`src/rtl/mem_copy_pkg.sv`:
```
// Shared types and defaults for the memory copy engine.
package mem_copy_pkg;

  localparam int DEF_ADDR_WIDTH = 8;
  localparam int DEF_DATA_WIDTH = 16;
  // Cycles from a read strobe until memoryOutData holds the word.
  localparam int READ_LATENCY   = 1;

  typedef enum logic [2:0] {
    IDLE    = 3'd0,
    READ    = 3'd1,
    CAPTURE = 3'd2,
    WRITE   = 3'd3,
    DONE    = 3'd4
  } copy_state_t;

endpackage

```
`src/rtl/mem_copy_engine.sv`:
```
// Word-by-word ascending block copy over a single-port memory.
// Each word takes three cycles: READ, CAPTURE, WRITE. The engine sums
// every word it moves into a wrapping checksum. All outputs are decoded
// from registered state, so inputs have no combinational path to outputs.
module mem_copy_engine
  import mem_copy_pkg::*;
#(
  parameter int ADDR_WIDTH = DEF_ADDR_WIDTH,
  parameter int DATA_WIDTH = DEF_DATA_WIDTH
) (
  input  logic                  clk,
  input  logic                  rst,
  input  logic                  start,
  input  logic [ADDR_WIDTH-1:0] srcAddress,
  input  logic [ADDR_WIDTH-1:0] dstAddress,
  input  logic [ADDR_WIDTH:0]   length,
  output logic                  busy,
  output logic                  done,
  output logic [DATA_WIDTH-1:0] checksum,
  output logic                  memoryWrite,
  output logic                  memoryRead,
  output logic [DATA_WIDTH-1:0] memoryWriteData,
  output logic [ADDR_WIDTH-1:0] memoryAddress,
  input  logic [DATA_WIDTH-1:0] memoryOutData
);

  // The capture stage assumes the word is valid exactly one cycle after READ.
  localparam int CAPTURE_LAT = READ_LATENCY;

  localparam logic [ADDR_WIDTH-1:0] PTR_ONE = ADDR_WIDTH'(1);
  localparam logic [ADDR_WIDTH:0]   REM_ONE = (ADDR_WIDTH + 1)'(CAPTURE_LAT);
  localparam logic [ADDR_WIDTH:0]   REM_ZERO = '0;

  copy_state_t           state_q, state_d;
  logic [ADDR_WIDTH-1:0] src_ptr_q, src_ptr_d;
  logic [ADDR_WIDTH-1:0] dst_ptr_q, dst_ptr_d;
  logic [ADDR_WIDTH:0]   remaining_q, remaining_d;
  logic [DATA_WIDTH-1:0] data_q, data_d;
  logic [DATA_WIDTH-1:0] checksum_q, checksum_d;

  // State register; reset abandons any in-flight word.
  always_ff @(posedge clk or negedge rst) begin
    if (!rst) state_q <= IDLE;
    else      state_q <= state_d;
  end

  // Next-state: a zero-length request goes straight to DONE.
  always_comb begin
    state_d = state_q;
    case (state_q)
      IDLE:    if (start) state_d = (length != REM_ZERO) ? READ : DONE;
      READ:    state_d = CAPTURE;
      CAPTURE: state_d = WRITE;
      WRITE:   state_d = (remaining_q != REM_ONE) ? READ : DONE;
      DONE:    state_d = IDLE;
      default: state_d = IDLE;
    endcase
  end

  // Outputs decoded purely from state and datapath registers.
  always_comb begin
    busy            = (state_q != IDLE);
    done            = (state_q == DONE);
    memoryRead      = (state_q == READ);
    memoryWrite     = (state_q == WRITE);
    memoryAddress   = '0;
    memoryWriteData = '0;
    if (state_q == READ) memoryAddress = src_ptr_q;
    if (state_q == WRITE) begin
      memoryAddress   = dst_ptr_q;
      memoryWriteData = data_q;
    end
  end

  // Datapath next values: load on accepted start, capture word, advance pointers.
  always_comb begin
    src_ptr_d   = src_ptr_q;
    dst_ptr_d   = dst_ptr_q;
    remaining_d = remaining_q;
    data_d      = data_q;
    checksum_d  = checksum_q;
    case (state_q)
      IDLE: begin
        if (start) begin
          src_ptr_d   = srcAddress;
          dst_ptr_d   = dstAddress;
          remaining_d = length;
          checksum_d  = '0;
        end
      end
      CAPTURE: begin
        data_d     = memoryOutData;
        checksum_d = checksum_q + memoryOutData;
      end
      WRITE: begin
        // Pointers wrap naturally at the address width.
        src_ptr_d   = src_ptr_q + PTR_ONE;
        dst_ptr_d   = dst_ptr_q + PTR_ONE;
        remaining_d = remaining_q - REM_ONE;
      end
      default: ;
    endcase
  end

  // Datapath registers; checksum holds after DONE until the next start.
  always_ff @(posedge clk or negedge rst) begin
    if (!rst) begin
      src_ptr_q   <= '0;
      dst_ptr_q   <= '0;
      remaining_q <= '0;
      data_q      <= '0;
      checksum_q  <= '0;
    end else begin
      src_ptr_q   <= src_ptr_d;
      dst_ptr_q   <= dst_ptr_d;
      remaining_q <= remaining_d;
      data_q      <= data_d;
      checksum_q  <= checksum_d;
    end
  end

  assign checksum = checksum_q;

endmodule

```
`config.mk`:
```
export PLATFORM = sky130hd
export DESIGN_NAME = mem_copy_engine
export DESIGN_NICKNAME = d
export VERILOG_FILES = /design/src/rtl/mem_copy_pkg.sv /design/src/rtl/mem_copy_engine.sv
export SDC_FILE = /design/constraint.sdc
export NUM_CORES = 1
export LEC_CHECK = 0
export ABC_AREA = 1
export CORE_ASPECT_RATIO = 1.4
export CORE_UTILIZATION = 45
export DETAILED_ROUTE_END_ITERATION = 8
export PLACE_DENSITY_LB_ADDON = 0.08
export SYNTH_ARGS = -nofsm -noshare
export SYNTH_HDL_FRONTEND = slang
export SYNTH_SLANG_ARGS = --single-unit
```
`constraint.sdc`:
```
create_clock -name clk -period 2.1 [get_ports clk]
set_input_delay 0.525 -clock clk [delete_from_list [all_inputs] [get_ports clk]]
set_output_delay 0.525 -clock clk [all_outputs]
set_load 0.02 [all_outputs]
```
==> results.json, run 1 <==
{
  "antenna_found_initial": 0,
  "avgSynthCellArea_sq_um": 7.084,
  "die_area_sq_um": 9312,
  "track_usage": 0.2513,
  "ir_drop_uv": 737.1,
  "relSlewSlack": 0.7394,
  "p_leak_nw": 2.859,
  "synth.distinct_cells": 39,
  "final_util": 0.6397,
  "synth_ff_type": "dfrtp_1",
  "num_io_pins": 88,
  "startpoint_type": "flip-flop",
  "final.period_utilization": 1.002,
  "cts_root_buf": "clkbuf_16",
  "grt_pass1_wl_mm": 17.84,
  "cts_buffer_depth": 2,
  "yosysTopAreaCell": "dfrtp_1",
  "cts_hold_buffers": 0,
  "ys_top_cells_by_count": "nand2_1 (163), inv_1 (83), dfrtp_1 (60)",
  "synth.area.top_cells": "dfrtp_1 (37%), nand2_1 (15%), inv_1 (7.8%)",
  "first_global_vias": 3953,
  "async_flop_share": 1.000,
  "setup_tns_ps": -3.668,
  "rows": 40,
  "fin_nets": 760,
  "diodes": 0,
  "dp_cells": 786,
  "syn_area_sq_um": 4016,
  "htreeDepth": 3,
  "critPathMaxFanout": 7,
  "routabilityCongestion": 0.8872,
  "ys_seq_area_frac": 0.3738,
  "timing_hold_violations_final": 0,
  "p_per_area_nw_per_um2": 1572,
  "cp.arrival_ps": 1580,
  "ys_warn_count": 0,
  "start_util": 0.4666,
  "yosysMostFrequentCell": "nand2_1",
  "cp_cell_sequence": "inv_2 -> nand2_2 -> nor2_4 -> buf_4 -> a22o_1 -> clkdlybuf4s15_2",
  "violations": "setup timing",
  "slew_viol_final": 0,
  "clk_pin_slew_ps": 50,
  "wl_per_cell_um": 13.25,
  "layout-drive-gt1-share": 0.1669,
  "ant_nets": 0,
  "synthCells": 567,
  "synth_edf_count": 0,
  "max_freq_mhz": 475.4,
  "synthToLayoutAreaGrowth_pct": 37.10,
  "setup_ws_ps": -3.668,
  "die_w_um": 81.85,
  "overflow": 0,
  "drt_wl_total_mm": 10.68,
  "cpPeakStageDelay_ps": 410,
  "regToRegStartpoint": "state_q[2]",
  "cts.sinks": 60,
  "grt_start_max_net_pins": 61,
  "drt_iter0_drc": 158,
  "status": "finished with violations",
  "period_minus_slack_ps": 2104,
  "rsz0062_at_grt": "true",
  "worst_setup_path_end_kind": "primary output",
  "vias_per_cell": 4.988,
  "drv_cap": 0,
  "setup_viol_count_final": 1,
  "vias": 4020,
  "stdcell_count": 806,
  "drc_errors": 0,
  "ff2ff_path_depth": 11,
  "dp_hpwl_mm": 8.061,
  "port-buffer-count": 87,
  "clk_latency_ps": 330,
  "hold_class": "input pin to asynchronous set/reset pin",
  "numCtsBuffers": 9,
  "cp-startpoint": "state_q[2]",
  "cp_slowest_cell": "dfrtp_1",
  "finalClockSkew_ps": 4.452,
  "drt_first_pass_iters": 5,
  "netlist.area_leader.share": 0.3738,
  "core_area_sq_um": 8608,
  "worst_slew_pin_slew_ps": 390.0,
  "cts_tree": "built",
  "crit_type": "flip-flop to primary output",
  "syn_nets": 631,
  "ys_ff_latch": 60,
  "crit_required_ps": 1570,
  "die_y_um": 113.8
}
timing repair:
item,in CTS,in global routing
buffers inserted,2,2
setup endpoints to repair,28,28
gates resized for setup,107,24
cell families (layout without fill, tap and decap cells):
group	after synthesis	count (layout)	share of synthesized area
AND/OR/NAND/NOR	287	287	0.3056
buffers and inverters	106	240	0.1140
AO/OA/AOI/OAI	87	87	0.1271
flip-flops	60	60	0.3738
adder cells (fa/ha/maj)	20	20	0.06418
XOR/XNOR	7	7	0.01527
final timing paths:
path	slack, ps	to
max	-4	memoryAddress[1]
min	200	remaining_q[4]
min reg2reg	510	remaining_q[7]
max reg2reg	300	dst_ptr_q[7]
min in group clk	510	remaining_q[7]
max in group asynchronous	1630	checksum[14]
sequential cells by signal, summed over array words and instances (netlist names):
name	flops
checksum	16
state_q	3
dst_ptr_q	8
data_q	16
remaining_q	9
src_ptr_q	8
placed cells by master (no fill, tap or decap), types with 2 or more instances in the layout:
cell type	Yosys	routed
inv_2	6	7
o221ai_1	2	2
nor3_1	9	8
buf_2	7	5
dlygate4sd2_1	0	3
dfrtp_1	60	60
a21oi_1	17	17
nand4_1	3	3
o211ai_1	3	3
nand3_2	1	2
a211oi_2	2	2
nand2_1	163	163
o22ai_1	9	7
nand2_2	2	2
o21ai_1	3	3
buf_12	0	2
a211oi_1	2	2
nor2_2	2	2
nand3_1	37	36
or2_2	3	3
a31oi_1	4	4
o21ai_0	40	40
inv_4	1	2
ha_1	19	18
nand3b_1	3	3
clkinv_2	0	2
inv_1	83	81
xor2_1	6	6
nor2_4	3	3
clkdlybuf4s15_2	0	2
nor2_1	58	58
o22ai_2	0	2
buf_4	3	62
clkbuf_1	1	4
buf_6	5	2
clkdlybuf4s50_1	0	58
a22o_1	2	2
clkbuf_16	0	9
stage by stage:
stage	area [sq um]	total power, mW	hold slack, ps	setup WS (ps)
after floorplan	4021	5.394	229.4	25.49
after global placement	5249	7.246	468.5	-248.3
after detailed placement	5249	7.377	499.5	-290.2
after CTS	5446	8.638	223.3	-17.57
after global routing	5507	9.432	234.6	-99.80
final	5507	8.659	203.9	-3.668
final cells by class:
class | instances | area [sq um]
Clock buffer | 14 | 254.0
Clock inverter | 2 | 10.01
Fill cell | 810 | 3102
Inverter | 90 | 342.8
Multi-Input combinational cell | 401 | 2085
Sequential cell | 60 | 1501
Tap cell | 105 | 131.4
Timing Repair Buffer | 134 | 1182
metal layers:
metal  track usage  wire, um
met5             0         0
met4       0.09474       237
met3       0.04960       401
met2        0.4430      5611
met1        0.2925      4427
where the power goes:
group,total (mW),internal [mW],switching (mW)
logic,5.23,2.18,3.05
clock network,1.33,0.827,0.504
registers,2.10,1.72,0.378
total,8.66,4.73,3.93
worst max-delay path: cells and delay by family (launching register included):
| family | cells | cell delay [ps] |
|---|---|---|
| buf+inv | 3 | 500 |
| flops | 1 | 410 |
| compound gates | 1 | 140 |
| simple gates | 2 | 200 |
Power figures use the tool's default switching activity.
==> run 2: changes to the inputs <==
--- a/config.mk
+++ b/config.mk
@@ -10,6 +10,7 @@
 export CORE_UTILIZATION = 45
 export DETAILED_ROUTE_END_ITERATION = 8
 export PLACE_DENSITY_LB_ADDON = 0.08
+export SLEW_MARGIN = 20
 export SYNTH_ARGS = -nofsm -noshare
 export SYNTH_HDL_FRONTEND = slang
 export SYNTH_SLANG_ARGS = --single-unit
==> results of run 2 <==
No change in the layout: final DEF, timing and power equal those of run 1.
